$ cat src/rtl/pad_owner_pkg.sv
// pad_owner_pkg
//  Shared definitions for the pad ring ownership controller:
//  FSM state encoding, PARK id helper, default timing constants and a
//  small max helper for sizing the shared phase counter.
package pad_owner_pkg;

    typedef enum logic [2:0] {
        IDLE    = 3'd0,
        ACTIVE  = 3'd1,
        QUIESCE = 3'd2,
        GAP     = 3'd3,
        WAKE    = 3'd4
    } state_t;

    localparam int DEF_NUM_IP     = 4;
    localparam int DEF_PAD_W      = 82;
    localparam int DEF_GAP_CYCLES = 4;
    localparam int DEF_RST_CYCLES = 8;
    localparam int DEF_QTO_CYCLES = 256;

    // Any id >= NUM_IP means "no owner"; this is the canonical PARK value.
    function automatic int park_id(input int num_ip);
        return num_ip;
    endfunction

    function automatic int max3(input int a, input int b, input int c);
        int m;
        m = (a > b) ? a : b;
        return (m > c) ? m : c;
    endfunction

endpackage

$ cat src/rtl/pad_owner_mux.sv
// pad_owner_mux
//  Registered one-hot pad mux. When gate is high the selected IP's
//  pad_o/pad_oe slice is driven to the pad ring one cycle later; when gate
//  is low the ring is driven with zeros (all pads tri-stated).
//  Ports:
//   clk, rst        clock, async active-high reset
//   gate            owner is allowed to drive the pads
//   sel             one-hot owner select (all-zero selects nothing)
//   ip_pad_o/_oe    packed IP pad buses, IP i at [i*PAD_W +: PAD_W]
//   pad_o/_oe       registered pad ring outputs
module pad_owner_mux
    import pad_owner_pkg::*;
#(
    parameter int NUM_IP = DEF_NUM_IP,
    parameter int PAD_W  = DEF_PAD_W
) (
    input  logic                    clk,
    input  logic                    rst,
    input  logic                    gate,
    input  logic [NUM_IP-1:0]       sel,
    input  logic [NUM_IP*PAD_W-1:0] ip_pad_o,
    input  logic [NUM_IP*PAD_W-1:0] ip_pad_oe,
    output logic [PAD_W-1:0]        pad_o,
    output logic [PAD_W-1:0]        pad_oe
);

    logic [PAD_W-1:0] pad_o_d, pad_oe_d;
    logic [PAD_W-1:0] pad_o_q, pad_oe_q;

    // AND-OR mux: a one-hot select never ORs two IPs together.
    always_comb begin
        pad_o_d  = '0;
        pad_oe_d = '0;
        for (int i = 0; i < NUM_IP; i++) begin
            pad_o_d  = pad_o_d  | (ip_pad_o[i*PAD_W +: PAD_W]  & {PAD_W{sel[i]}});
            pad_oe_d = pad_oe_d | (ip_pad_oe[i*PAD_W +: PAD_W] & {PAD_W{sel[i]}});
        end
        if (!gate) begin
            pad_o_d  = '0;
            pad_oe_d = '0;
        end
    end

    always_ff @(posedge clk or posedge rst) begin
        if (rst) begin
            pad_o_q  <= '0;
            pad_oe_q <= '0;
        end else begin
            pad_o_q  <= pad_o_d;
            pad_oe_q <= pad_oe_d;
        end
    end

    assign pad_o  = pad_o_q;
    assign pad_oe = pad_oe_q;

endmodule

$ cat src/rtl/pad_owner_ctrl.sv
// pad_owner_ctrl
//  Arbitrates ownership of the shared chip pad ring between NUM_IP cores.
//  An ownership change runs QUIESCE (old owner reaches a safe point, with
//  timeout) -> GAP (all pads off, everyone in reset) -> WAKE (new owner out
//  of reset, pads still off) -> ACTIVE (new owner drives the pads).
//  Ports:
//   clk, rst              clock, async active-high reset
//   sel_req_valid/_id     ownership request, id >= NUM_IP parks the ring
//   sel_req_ready         request accepted on valid && ready
//   quiesce_req/_ack      one-hot safe-point handshake with the owner
//   ip_rst                per-IP reset, only the owner (or waking IP) is released
//   ip_pad_o/_oe          packed IP pad buses
//   pad_o/_oe             pad ring outputs (registered)
//   owner_valid/owner_id  current owner status
//   busy                  switch in progress
//   timeout_o             sticky quiesce timeout, cleared on next accepted request
module pad_owner_ctrl
    import pad_owner_pkg::*;
#(
    parameter int NUM_IP     = DEF_NUM_IP,
    parameter int PAD_W      = DEF_PAD_W,
    parameter int IDW        = $clog2(NUM_IP + 1),
    parameter int GAP_CYCLES = DEF_GAP_CYCLES,
    parameter int RST_CYCLES = DEF_RST_CYCLES,
    parameter int QTO_CYCLES = DEF_QTO_CYCLES
) (
    input  logic                    clk,
    input  logic                    rst,
    input  logic                    sel_req_valid,
    input  logic [IDW-1:0]          sel_req_id,
    output logic                    sel_req_ready,
    output logic [NUM_IP-1:0]       quiesce_req,
    input  logic [NUM_IP-1:0]       quiesce_ack,
    output logic [NUM_IP-1:0]       ip_rst,
    input  logic [NUM_IP*PAD_W-1:0] ip_pad_o,
    input  logic [NUM_IP*PAD_W-1:0] ip_pad_oe,
    output logic [PAD_W-1:0]        pad_o,
    output logic [PAD_W-1:0]        pad_oe,
    output logic                    owner_valid,
    output logic [IDW-1:0]          owner_id,
    output logic                    busy,
    output logic                    timeout_o
);

    localparam int CNT_MAX = max3(GAP_CYCLES, RST_CYCLES, QTO_CYCLES);
    localparam int CNT_W   = ($clog2(CNT_MAX) < 1) ? 1 : $clog2(CNT_MAX);
    localparam logic [IDW-1:0] PARK = IDW'(park_id(NUM_IP));

    function automatic logic [NUM_IP-1:0] id_oh(input logic [IDW-1:0] id);
        logic [NUM_IP-1:0] oh;
        oh = '0;
        for (int i = 0; i < NUM_IP; i++)
            if (id == IDW'(i)) oh[i] = 1'b1;
        return oh;
    endfunction

    state_t            state_q, state_d;
    logic [CNT_W-1:0]  cnt_q, cnt_d;
    logic [IDW-1:0]    owner_id_q, owner_id_d;
    logic [IDW-1:0]    new_id_q, new_id_d;
    logic              timeout_q, timeout_d;
    logic              owner_valid_q, owner_valid_d;
    logic              busy_q, busy_d;
    logic              ready_q, ready_d;
    logic [NUM_IP-1:0] quiesce_req_q, quiesce_req_d;
    logic [NUM_IP-1:0] ip_rst_q, ip_rst_d;

    logic              req_acc;
    logic              owner_ack;

    assign req_acc   = sel_req_valid && ready_q;
    // Only the current owner's ack counts; other bits are ignored.
    assign owner_ack = |(quiesce_ack & id_oh(owner_id_q));

    always_comb begin
        state_d    = state_q;
        cnt_d      = cnt_q + CNT_W'(1);
        owner_id_d = owner_id_q;
        new_id_d   = new_id_q;
        timeout_d  = timeout_q;

        if (req_acc) timeout_d = 1'b0;

        case (state_q)
            IDLE: begin
                // Nobody to quiesce, go straight to the tri-state gap.
                if (req_acc && sel_req_id < PARK) begin
                    new_id_d = sel_req_id;
                    state_d  = GAP;
                end
            end
            ACTIVE: begin
                if (req_acc && sel_req_id != owner_id_q) begin
                    new_id_d = sel_req_id;
                    state_d  = QUIESCE;
                end
            end
            QUIESCE: begin
                // Ack wins over a coincident timeout.
                if (owner_ack) begin
                    state_d = GAP;
                end else if (cnt_q == CNT_W'(QTO_CYCLES - 1)) begin
                    state_d   = GAP;
                    timeout_d = 1'b1;
                end
            end
            GAP: begin
                if (cnt_q == CNT_W'(GAP_CYCLES - 1)) begin
                    if (new_id_q >= PARK) begin
                        state_d    = IDLE;
                        owner_id_d = '0;
                    end else begin
                        state_d = WAKE;
                    end
                end
            end
            WAKE: begin
                if (cnt_q == CNT_W'(RST_CYCLES - 1)) begin
                    state_d    = ACTIVE;
                    owner_id_d = new_id_q;
                end
            end
            default: state_d = IDLE;
        endcase

        // Shared counter restarts on every state entry and idles at zero.
        if (state_d != state_q || state_d == IDLE || state_d == ACTIVE)
            cnt_d = '0;

        // Outputs are decoded from the next state so they come out registered.
        owner_valid_d = (state_d == ACTIVE) || (state_d == QUIESCE);
        busy_d        = (state_d == QUIESCE) || (state_d == GAP) || (state_d == WAKE);
        ready_d       = !busy_d;
        quiesce_req_d = (state_d == QUIESCE) ? id_oh(owner_id_d) : '0;
        case (state_d)
            ACTIVE, QUIESCE: ip_rst_d = ~id_oh(owner_id_d);
            WAKE:            ip_rst_d = ~id_oh(new_id_d);
            default:         ip_rst_d = '1;
        endcase
    end

    always_ff @(posedge clk or posedge rst) begin
        if (rst) begin
            state_q       <= IDLE;
            cnt_q         <= '0;
            owner_id_q    <= '0;
            new_id_q      <= '0;
            timeout_q     <= 1'b0;
            owner_valid_q <= 1'b0;
            busy_q        <= 1'b0;
            ready_q       <= 1'b1;
            quiesce_req_q <= '0;
            ip_rst_q      <= '1;
        end else begin
            state_q       <= state_d;
            cnt_q         <= cnt_d;
            owner_id_q    <= owner_id_d;
            new_id_q      <= new_id_d;
            timeout_q     <= timeout_d;
            owner_valid_q <= owner_valid_d;
            busy_q        <= busy_d;
            ready_q       <= ready_d;
            quiesce_req_q <= quiesce_req_d;
            ip_rst_q      <= ip_rst_d;
        end
    end

    // Gate with the registered owner_valid so pad_oe trails it by one cycle.
    pad_owner_mux #(
        .NUM_IP (NUM_IP),
        .PAD_W  (PAD_W)
    ) u_mux (
        .clk       (clk),
        .rst       (rst),
        .gate      (owner_valid_q),
        .sel       (id_oh(owner_id_q)),
        .ip_pad_o  (ip_pad_o),
        .ip_pad_oe (ip_pad_oe),
        .pad_o     (pad_o),
        .pad_oe    (pad_oe)
    );

    assign sel_req_ready = ready_q;
    assign quiesce_req   = quiesce_req_q;
    assign ip_rst        = ip_rst_q;
    assign owner_valid   = owner_valid_q;
    assign owner_id      = owner_id_q;
    assign busy          = busy_q;
    assign timeout_o     = timeout_q;

endmodule

$ cat config.mk
export PLATFORM = sky130hd
export DESIGN_NAME = pad_owner_ctrl
export DESIGN_NICKNAME = d
export VERILOG_FILES = /design/src/rtl/pad_owner_pkg.sv /design/src/rtl/pad_owner_mux.sv /design/src/rtl/pad_owner_ctrl.sv
export SDC_FILE = /design/constraint.sdc
export NUM_CORES = 1
export LEC_CHECK = 0
export ABC_AREA = 1
export BUFFER_PORTS_ARGS = -buffer_cell sky130_fd_sc_hd__buf_2
export CORE_AREA = 2 2 332 334
export CTS_CLUSTER_DIAMETER = 50
export DETAILED_ROUTE_END_ITERATION = 7
export DIE_AREA = 0 0 334 336
export PLACE_DENSITY_LB_ADDON = 0.15
export SLEW_MARGIN = 10
export SYNTH_ARGS = -nofsm -noshare
export SYNTH_HDL_FRONTEND = slang
export SYNTH_SLANG_ARGS = --single-unit
$ cat constraint.sdc
create_clock -name clk -period 6.6 [get_ports clk]
set_input_delay 0.66 -clock clk [delete_from_list [all_inputs] [get_ports clk]]
set_output_delay 0.66 -clock clk [all_outputs]
set_load 0.1 [all_outputs]
==> Word level (Yosys, flattened, before mapping) <==
Index checks and enable logic that the tools add are counted.
W data, S select, Z words.
{ "op_classes": {"n_addsub": 1, "n_lt_le_gt_ge": 2, "n_eq_ne": 22, "mux": 44, "bitwise_logic": 17, "reduce_logical": 16} }
{ "op_table": {"columns": ["cell", "n"], "rows": [
  ["$and A82 B82 Y82", 8],
  ["$or A82 B82 Y82", 6],
  ["$mux W82", 2],
  ["$mux W3", 12],
  ["$eq A3 B2 Y1 const B", 10],
  ["$mux W1", 24],
  ["$eq A3 B1 Y1 const B", 5],
  ["$logic_not A3 Y1", 5],
  ["$pmux W3 S5", 1],
  ["$pmux W3 S2", 2],
  ["$add A8 B1 Y8 const B", 1],
  ["$eq A8 B2 Y1 const B", 1],
  ["$eq A8 B3 Y1 const B", 1],
  ["$eq A8 B8 Y1 const B", 1],
  ["$mux W8", 1],
  ["$not A4 Y4", 2],
  ["$pmux W4 S2", 1],
  ["$eq A3 B3 Y1 const B", 2],
  ["$ne A3 B3 Y1", 2],
  ["$logic_or A1 B1 Y1", 5],
  ["$and A4 B4 Y4", 1],
  ["$mux W4", 1],
  ["$reduce_or A4 Y1", 1],
  ["$ge A3 B3 Y1 const B", 1],
  ["other kinds (4)", 6]
]} }
{ "word_totals": {"ff_bits": 193, "out_inout_bits": 179, "wordCells": 114} }

==> Depth between registers and ports, before layout <==
Gate-level depths: netlist (run 1).
{ "depth": {"depth_word": 11, "depth_mapped": 13, "mapped_depth_nobuf": 12} }

==> Modules after synthesis <==
From an unflattened synthesis (run 1), not the netlist that was laid out.
{ "hier_totals": {"cells_unflattened": 1758, "area_unflattened_um2": 11305.8} }
{ "by_module_without_submodules": {"columns": ["mod", "instances", "cells_per_inst", "area_each_um2"], "rows": [
  ["pad_owner_mux", 1, 1568, 9743.1],
  ["pad_owner_ctrl", 1, 190, 1562.7]
]} }

==> Worst setup path before layout (run 1) <==
Ideal clock, no wire load.
{ "synth_path": {"path_type": "reg2reg", "from": "register owner_id_q[0], in the netlist owner_id[0]", "to": "register cnt_q[2]", "t_arrival_ns": 2.126, "path_slack_ns": 4.340, "stages_incl_launch_ff": 11, "synth_period_minus_slack_ns": 2.260, "path_cell_list": "dfrtp_1 -> buf_2 -> inv_2 -> nand3_1 -> nand2_1 -> nor2_1 -> nand2_1 -> nand2_1 -> nand3_2 -> nor3_4 -> nor3_1"} }
{ "synth_between": {"elab_chain_len": 10, "word_cells_on_any_way": 21, "cone_classes": "6 x eq/ne; 8 x mux; 1 x bitwise; 6 x reduce/logical"} }
{ "synth_lines": {"columns": ["element", "line_no", "source"], "rows": [
  ["start, declared", "pad_owner_ctrl.sv:59", "logic [IDW-1:0] owner_id_q, owner_id_d;"],
  ["start signal, assigned", "pad_owner_ctrl.sv:157", "owner_id_q <= owner_id_d;"],
  ["$eq A3 B1 Y1, or another cell as far along", "pad_owner_ctrl.sv:53", "if (id == IDW'(i)) oh[i] = 1'b1;"],
  ["$mux W1", "pad_owner_ctrl.sv:53", null],
  ["$and A4 B4 Y4", "pad_owner_ctrl.sv:73", "assign owner_ack = |(quiesce_ack & id_oh(owner_id_q));"],
  ["$reduce_or A4 Y1", "pad_owner_ctrl.sv:73", null],
  ["$mux W3", "pad_owner_ctrl.sv:100", "if (owner_ack) begin"],
  ["$pmux W3 S5 (*)", "pad_owner_ctrl.sv:84", "case (state_q)"],
  ["named net state_d[0]", "pad_owner_ctrl.sv:57", "state_t state_q, state_d;"],
  ["$ne A3 B3 Y1 or $logic_not A3 Y1 (tied branches)", "pad_owner_ctrl.sv:127", "if (state_d != state_q || state_d == IDLE || state_d == ACTIVE)"],
  ["$logic_or A1 B1 Y1", "pad_owner_ctrl.sv:127", null],
  ["$logic_or A1 B1 Y1 (*)", "pad_owner_ctrl.sv:127", null],
  ["$mux W8 (*)", "pad_owner_ctrl.sv:127", null],
  ["named net cnt_d[2]", "pad_owner_ctrl.sv:58", "logic [CNT_W-1:0] cnt_q, cnt_d;"],
  ["end signal, assigned", "pad_owner_ctrl.sv:156", "cnt_q <= cnt_d;"],
  ["end, declared", "pad_owner_ctrl.sv:58", null]
]} }
The timed path passes the listed nets; every way through them passes the cells marked *.

==> Final worst setup path (run 1) <==
{ "layout_path": {"from": "register owner_id_q[0], in the netlist owner_id[0]", "to": "register u_mux.pad_oe_q[74], in the netlist u_mux.pad_oe[74]"} }
{ "layout_between": {"elab_chain_len": 7, "word_cells_on_any_way": 16, "cone_classes": "3 x eq/ne; 5 x mux; 7 x bitwise; 1 x reduce/logical"} }
{ "layout_lines": {"columns": ["element", "line_no", "source"], "rows": [
  ["$eq A3 B1 Y1 or $logic_not A3 Y1 (tied branches)", "pad_owner_ctrl.sv:53", null],
  ["$mux W1", "pad_owner_ctrl.sv:53", null],
  ["$and A82 B82 Y82", "pad_owner_mux.sv:36", "pad_oe_d = pad_oe_d | (ip_pad_oe[i*PAD_W +: PAD_W] & {PAD_W{sel[i]}});"],
  ["$or A82 B82 Y82 (2 in series)", "pad_owner_mux.sv:36", null],
  ["$or A82 B82 Y82 (*)", "pad_owner_mux.sv:36", null],
  ["$mux W82 (*)", "pad_owner_mux.sv:38", "if (!gate) begin"],
  ["named net u_mux.pad_oe_d[74]", "pad_owner_mux.sv:27", "logic [PAD_W-1:0] pad_o_d, pad_oe_d;"],
  ["end signal, assigned", "pad_owner_mux.sv:50", "pad_oe_q <= pad_oe_d;"],
  ["end, declared", "pad_owner_mux.sv:28", "logic [PAD_W-1:0] pad_o_q, pad_oe_q;"]
]} }
Marks and branches as above.

==> results of run 1 <==
[power breakdown]
part / total [mW] / switching, mW / internal (mW) / leakage (nW)
Sequential: 1.68 / 0.174 / 1.51 / 2.51
Clock: 1.17 / 0.620 / 0.552 / 0.295
Combinational: 3.76 / 3.17 / 0.588 / 4.87
Total: 6.61 / 3.96 / 2.65 / 7.68
[how the worst max path moves through the flow]
stage	from	to	slack [ns]	depth (start not counted)
after floorplan	rst	busy	0.69	1
after global placement	owner_id[0]	u_mux.pad_oe[43]	3.09	6
after detailed placement	owner_id[0]	u_mux.pad_oe[74]	3.07	6
after CTS	owner_id[0]	u_mux.pad_oe[74]	3.04	6
after global routing	owner_id[0]	u_mux.pad_oe[78]	2.82	6
final	owner_id[0]	u_mux.pad_oe[74]	3.07	6
[worst register-to-register path, cell delays in order (launching register included)]
cell and delay, ns:
dfrtp_4 0.96, inv_6 0.36, nor3_2 0.28, buf_12 0.41, buf_4 0.98, nand2_1 0.19
a41oi_1 0.25
[area by class of cell]
cell class,instances,area (um2)
repair buffers,858,4380
diodes,10,25.0
inverters,27,119
fillers,12605,91600
clock buffers,18,439
clock inverters,14,168
well taps,1414,1770
multi-input cells,952,5010
flip-flops and latches,193,4840
[synth_stat cells]
| master | number | area share |
|---|---|---|
| buf_2 | 18 | 0.0086 |
| ha_1 | 1 | 0.0012 |
| xnor2_1 | 3 | 0.0025 |
| inv_1 | 24 | 0.0086 |
| a41oi_1 | 164 | 0.14 |
| xor2_1 | 4 | 0.0034 |
| dfstp_2 | 5 | 0.013 |
| o21ai_0 | 2 | 0.00096 |
| nor3_1 | 11 | 0.0053 |
| o21ai_1 | 4 | 0.0019 |
| nand3b_1 | 1 | 0.00072 |
| nand3_2 | 5 | 0.0048 |
| nand2_2 | 2 | 0.0012 |
| buf_1 | 26 | 0.0094 |
| o21ai_2 | 1 | 0.00084 |
| a32o_1 | 1 | 0.00096 |
| nand2_1 | 370 | 0.13 |
| nor2_2 | 1 | 0.00060 |
| inv_2 | 3 | 0.0011 |
| a21boi_1 | 1 | 0.00072 |
| clkbuf_1 | 83 | 0.030 |
| nor3_4 | 1 | 0.0016 |
| nor2_1 | 19 | 0.0068 |
| nor4_1 | 1 | 0.00060 |
| o41ai_2 | 1 | 0.0016 |
| nand4_1 | 5 | 0.0030 |
| dfrtp_1 | 188 | 0.45 |
| a21oi_1 | 3 | 0.0014 |
| nand3_1 | 351 | 0.17 |
[per-layer routing]
metal | vias to the layer above | track usage | share of wire
li1 | 6173 | - | -
met1 | 6689 | 0.156 | 0.40
met2 | 635 | 0.240 | 0.51
met3 | 104 | 0.0395 | 0.068
met4 | 34 | 0.0380 | 0.024
met5 | - | 0 | 0.0026
[layout by cell type (no fill, tap or decap), types with 2 or more instances in the layout]
cell type,n
inv_2,2
clkinv_8,2
dfrtp_1,187
buf_2,844
inv_8,5
a21oi_1,3
buf_4,10
inv_1,22
nand2_1,370
nand4_1,5
nand3_1,351
clkinv_4,4
o21ai_0,2
nor3_1,9
buf_12,4
nand3_2,5
a41oi_1,164
xnor2_1,3
o21ai_1,4
diode_2,10
nor3_2,2
xor2_1,4
nand2_2,2
dfstp_2,5
clkbuf_16,17
nor2_1,19
inv_6,4
[through the flow]
step	hold slack (ns)	total power, mW	setup slack, ns
after floorplan	0.443	4.41	0.693
after global placement	0.468	5.54	3.09
after detailed placement	0.471	5.53	3.07
after CTS	0.205	6.78	3.04
after global routing	0.192	6.91	2.82
final	0.185	6.61	3.07
[state kept, by name, indices dropped and copies added (netlist names)]
signal / cells
u_mux.pad_oe: 82
sel_req_ready: 1
busy: 1
owner_id: 3
u_mux.pad_o: 82
owner_valid: 1
cnt_q: 8
new_id_q: 3
state_q: 3
quiesce_req: 4
ip_rst: 4
timeout_o: 1
[kinds of logic (layout without fill, tap and decap cells)]
group / after synthesis / in the layout
xor+xnor: 7 / 7
fa+ha+maj: 1 / 1
other cells: 0 / 10
compound gates: 177 / 177
simple gates: 767 / 767
buf+inv: 154 / 917
flops: 193 / 193
==> results.txt, run 1 <==
Max Slew Vio Count - 0
Adder-Cell Fraction of Synth Area - 0.00120
Setup crit start kind - flop
Largest family of logic cells by synthesized area - simple AND/OR/NAND/NOR gates
CP Capture Type - flop
Syn_nets - 1,966
Crit share post-route - 0.535
Final WL - 78.9 mm
Die Ht - 336 um
Simple-gate portion of the synthesized area - 0.326
Final TNS setup - 0 ns
Slew Limit Headroom - 0.253
Critical path buffer and inverter count - 3
Delay-heaviest family, CP - buffers and inverters
Post-Syn Area - 0.0104 mm2
Multiplexer area fraction after synthesis - 0
GRT overflow - 0
Setup violators final - 0
CTS tree - built
Fraction of layout cells with a size suffix above 1 - 0.443
Die area - 0.112 mm2
Total number of H-tree levels - 4
Wire per inst - 22.6 um
Post-synth cell types - 29
Starting Density - 0.0963
Seq cells post-synth - 193
Maxcap violations - 0
Vias per inst - 3.91
Clock sink total - 193
Initial antenna violation count - 36
Fmax - 283 MHz
Status - completed
Syn. warnings - 0
DRT iter0 DRCs - 771
Power Density - 394 mW/mm2
TritonCTS Buffers - 17
Post-CTS Hold Buffers - 0
Core Box Area - 0.108 mm2
Hold Crit Class - in2async
Crit path time final - 3.53 ns
Worst slew pin tran - 1.12 ns
Hpwl dp - 61.2 mm
Iteration count of the initial detailed-routing pass - 5
Synthesized instance count - 1,299
Worst-skew pair later-pin latency - 0.52 ns
First-pass GRT wire length - 108 mm
Final core occ - 0.155
Layout Cells excl Fill - 3,486
Reg2reg setup slack - 3.07 ns
Max Buffers Root-to-Sink - 2
Post_cts resized - 0
Static leakage - 7.68 nW
Worst path max stage delay - 0.96 ns
Placed cell areas - 0.0161 mm2
Final Hold Viols - 0
Final instance area - 0.0168 mm2
R2R Path End - u_mux.pad_oe[74]
Final nets - 2,716
GPL Wtd Cong - 0.902
Vias - 13,635
Clock Pin Slew Worst Setup and Hold Paths - 0.09 ns
Critical path class - reg2reg
Max IR drop VDD - 0.183 mV
Synth Area in XOR/XNOR - 0.00587
Worst EP arrival - 3.93 ns
Crit-path cells - inv_6, nor3_2, buf_12, buf_4, nand2_1, a41oi_1
Vias in the first global route - 14,297
Post-CTS Setup Bufs - 0
Synth Area in Compound Gates - 0.146
Worst flop-to-flop path startpoint - owner_id[0]
Routed Antenna Nets - 0
Largest net degree at the start of global routing - 179
GRT Util Overall - 0.135
PortBufs - 844
Rows - 121
Area Overhead vs Synth - 60.5%
Top Ports - 845
Clk root buf - clkbuf_16
Avg Cell Area, Syn - 8.03 um2
RSZ-0062 raised after global routing - false
Critical Path RT - 7.00 ns
R2R cell count - 6
Critical path's slowest cell - dfrtp_4
Skew final - 0.0135 ns
Chip width - 334 um
Crit Path Max Fanout - 91
Dpl cells - 3,444
DRC - 0
Seq/Total Area, Yosys - 0.463
No activity file was read; power rests on OpenSTA's default activity.
==> run 2, diff against run 1 <==
--- a/config.mk
+++ b/config.mk
@@ -5,12 +5,12 @@
 export SDC_FILE = /design/constraint.sdc
 export NUM_CORES = 1
 export LEC_CHECK = 0
-export ABC_AREA = 1
+export ABC_AREA = 0
 export BUFFER_PORTS_ARGS = -buffer_cell sky130_fd_sc_hd__buf_2
-export CORE_AREA = 2 2 332 334
+export CORE_AREA = 2 2 326 328
 export CTS_CLUSTER_DIAMETER = 50
 export DETAILED_ROUTE_END_ITERATION = 7
-export DIE_AREA = 0 0 334 336
+export DIE_AREA = 0 0 328 330
 export PLACE_DENSITY_LB_ADDON = 0.15
 export SLEW_MARGIN = 10
 export SYNTH_ARGS = -nofsm -noshare
==> constraint.sdc (replaced) <==
create_clock -name clk -period 3.6 [get_ports clk]
set_input_delay 0.36 -clock clk [delete_from_list [all_inputs] [get_ports clk]]
set_output_delay 0.36 -clock clk [all_outputs]
set_load 0.1 [all_outputs]
==> results.txt, run 2 <==
Synth top cells by count - a22oi_1, dfrtp_1, a21boi_0, clkbuf_1, nor2_1
Crit Path Max Fanout - 9 (-90%)
Post-CTS Hold Buffers - 0 (unchanged)
Clk root buf - clkbuf_16
Final Hold Viols - 0 (unchanged)
GPL Wtd Cong - 0.846 (-6.2%)
Post-synth cell types - 58 (+100%)
Chip width - 328 um (-1.8%)
Skew final - 0.0125 ns (-0.000999 ns)
Critical path class - reg2reg
Core Box Area - 0.105 mm2 (-3.4%)
Syn_nets - 1,582 (-20%)
Commonest non-fill, non-tap cell in the layout - buf_2
Syn. warnings - 0 (unchanged)
Most frequent cells in the layout - buf_2, a22oi_1, dfrtp_1, a21boi_0, clkbuf_16
Routed Antenna Nets - 0 (unchanged)
Hpwl dp - 49.7 mm (-19%)
Die Ht - 330 um (-1.8%)
Worst EP arrival - 3.06 ns (-0.87 ns)
Crit share post-route - 0.738 (+0.203)
Async SR Flop Fraction - 1.00 (unchanged)
Synth Area in Compound Gates - 0.410 (+0.264)
Area Overhead vs Synth - 65.5%
Area contributors post-synth - dfrtp_1, a22oi_1, a21boi_0
Clock Pin Slew Worst Setup and Hold Paths - 0.08 ns (about the same)
Die area - 0.108 mm2 (-3.6%)
CTS tree - built
Final WL - 60.8 mm (-23%)
TritonCTS Buffers - 17 (unchanged)
Starting Density - 0.0938 (-0.00250)
Share of the synthesized area in the top cell type - 0.479 (+0.0285)
RSZ-0062 raised after global routing - false
Critical Path RT - 4.00 ns (-3.00 ns)
Seq/Total Area, Yosys - 0.493 (+0.0293)
Rows - 119 (-1.7%)
GRT overflow - 0 (unchanged)
Worst slew pin tran - 0.961 ns (-0.160 ns)
Post-Syn Area - 0.00982 mm2 (-5.9%)
Vias - 11,436 (-16%)
Total number of H-tree levels - 4 (unchanged)
Largest family of logic cells by synthesized area - compound AO/OA/AOI/OAI gates
Max Slew Vio Count - 0 (unchanged)
Max IR drop VDD - 0.276 mV (+51%)
Static leakage - 7.57 nW (-1.4%)
Avg Cell Area, Syn - 10.7 um2 (+34%)
Worst-skew pair later-pin latency - 0.51 ns (about the same)
Hold Crit Class - in2async
Seq cells post-synth - 193 (unchanged)
Vias in the first global route - 11,787 (-18%)
First-pass GRT wire length - 82.7 mm (-23%)
Final core occ - 0.155 (+0.000674)
Maxcap violations - 0 (unchanged)
Status - completed
Largest net degree at the start of global routing - 89 (-50%)
Top Ports - 845 (unchanged)
Post-CTS Setup Bufs - 0 (unchanged)
Synthesized instance count - 915 (-30%)
Slew Limit Headroom - 0.358 (+0.106)
Fraction of layout cells with a size suffix above 1 - 0.532 (+0.0889)
Simple-gate portion of the synthesized area - 0.0395 (-0.286)
Max Buffers Root-to-Sink - 2 (unchanged)
Wire per inst - 19.6 um (-13%)
Count leader, synth - a22oi_1
Adder-Cell Fraction of Synth Area - 0.00127 (+0.0000758)
GRT Util Overall - 0.106 (-0.0285)
Iteration count of the initial detailed-routing pass - 5 (unchanged)
Setup crit start kind - flop
PortBufs - 844 (unchanged)
Initial antenna violation count - 7 (-81%)
Multiplexer area fraction after synthesis - 0.00268 (+0.00268)
Prevailing post-synth register cell - dfrtp_1
Count of flip-flops with a built-in enable after synthesis - 0 (unchanged)
Final TNS setup - 0 ns (unchanged)
Post_cts resized - 0 (unchanged)
Final nets - 2,362 (-13%)
Antenna Cells - 0 (-10)
Synth area leader - dfrtp_1
CP Capture Type - flop
Crit path time final - 2.66 ns (-0.872 ns)
Setup violators final - 0 (unchanged)
DRC - 0 (unchanged)
Clock sink total - 193 (unchanged)
Fmax - 376 MHz (+33%)
DRT iter0 DRCs - 608 (-21%)
Synth Area in XOR/XNOR - 0.00803 (+0.00216)
Vias per inst - 3.69 (-5.7%)
Power Density - 708 mW/mm2 (+79%)
## run 2: changes by cell type after synthesis, moves of 5 or more
cell,delta
a211o_1,+5
a21boi_0,+166
a22oi_1,+331
a41oi_1,-164
buf_1,-19
buf_2,-16
inv_1,-11
nand2_1,-361
nand3_1,-346
nor2b_1,+6
nor3_1,-7
## run 2: metal layers
layer  track usage  wire length [um]  share of wire
met5             0                51        0.00084
met4        0.0365              1310          0.022
met3        0.0283              4610          0.076
met2         0.188             31000           0.51
met1         0.124             23800           0.39
## run 2: worst paths after layout
kind                            slack (ns)  cells after the start                to      startpoint
worst max-delay path                  0.94                      6    quiesce_req[2]     owner_id[0]
worst min-delay path                  0.06                      2       owner_id[0]             rst
worst max register to register        0.94                      6    quiesce_req[2]     owner_id[0]
worst min register to register        0.50                      1          cnt_q[0]        cnt_q[0]
max in group asynchronous             2.64                      3  u_mux.pad_oe[65]             rst
min in group clk                      0.18                      3   u_mux.pad_oe[3]  ip_pad_oe[249]
## run 2: stage by stage
step / hold slack [ns] / instance area (um2) / worst slack [ns] / total power [mW] / cells
2_1_floorplan: 0.455 / 9820 / 0.754 / 7.87 / 915
3_3_place_gp: 0.479 / 15700 / 1.05 / 9.70 / 3067
3_5_place_dp: 0.493 / 15700 / 1.02 / 9.67 / 3067
4_1_cts: 0.0374 / 16200 / 0.956 / 11.8 / 3099
5_1_grt: 0.0802 / 16200 / 0.806 / 12.0 / 3099
6_report: 0.0589 / 16200 / 0.942 / 11.5 / 3099
## run 2: logic make-up after synthesis
kind of cell / count (synthesis)
AO/OA/AOI/OAI: 531
flip-flops: 193
buffers and inverters: 112
AND/OR/NAND/NOR: 67
XOR/XNOR: 9
multiplexers: 2
adder cells (fa/ha/maj): 1
## run 2: layout make-up
class | instances | area, um2
Fill cell | 11932 | 88400
Timing Repair Buffer | 860 | 4480
Sequential cell | 193 | 4840
Inverter | 13 | 52.6
Multi-Input combinational cell | 610 | 4560
Clock inverter | 10 | 100
Clock buffer | 22 | 474
Tap cell | 1391 | 1740
## run 2: power by group
group / internal (mW) / total, mW / switching (mW) / leakage (nW)
sequential: 2.75 / 3.15 / 0.405 / 2.52
clock: 1.01 / 1.99 / 0.979 / 0.281
combinational: 1.14 / 6.35 / 5.21 / 4.78
total: 4.90 / 11.5 / 6.60 / 7.57
## run 2: worst max-delay path: stages, from the launching register on
cell and delay (ns):
dfrtp_1 0.58, mux2_2 0.39, a221oi_2 0.35, a311oi_1 0.26, a21o_1 0.27, or3b_1 0.45
nor3b_1 0.26
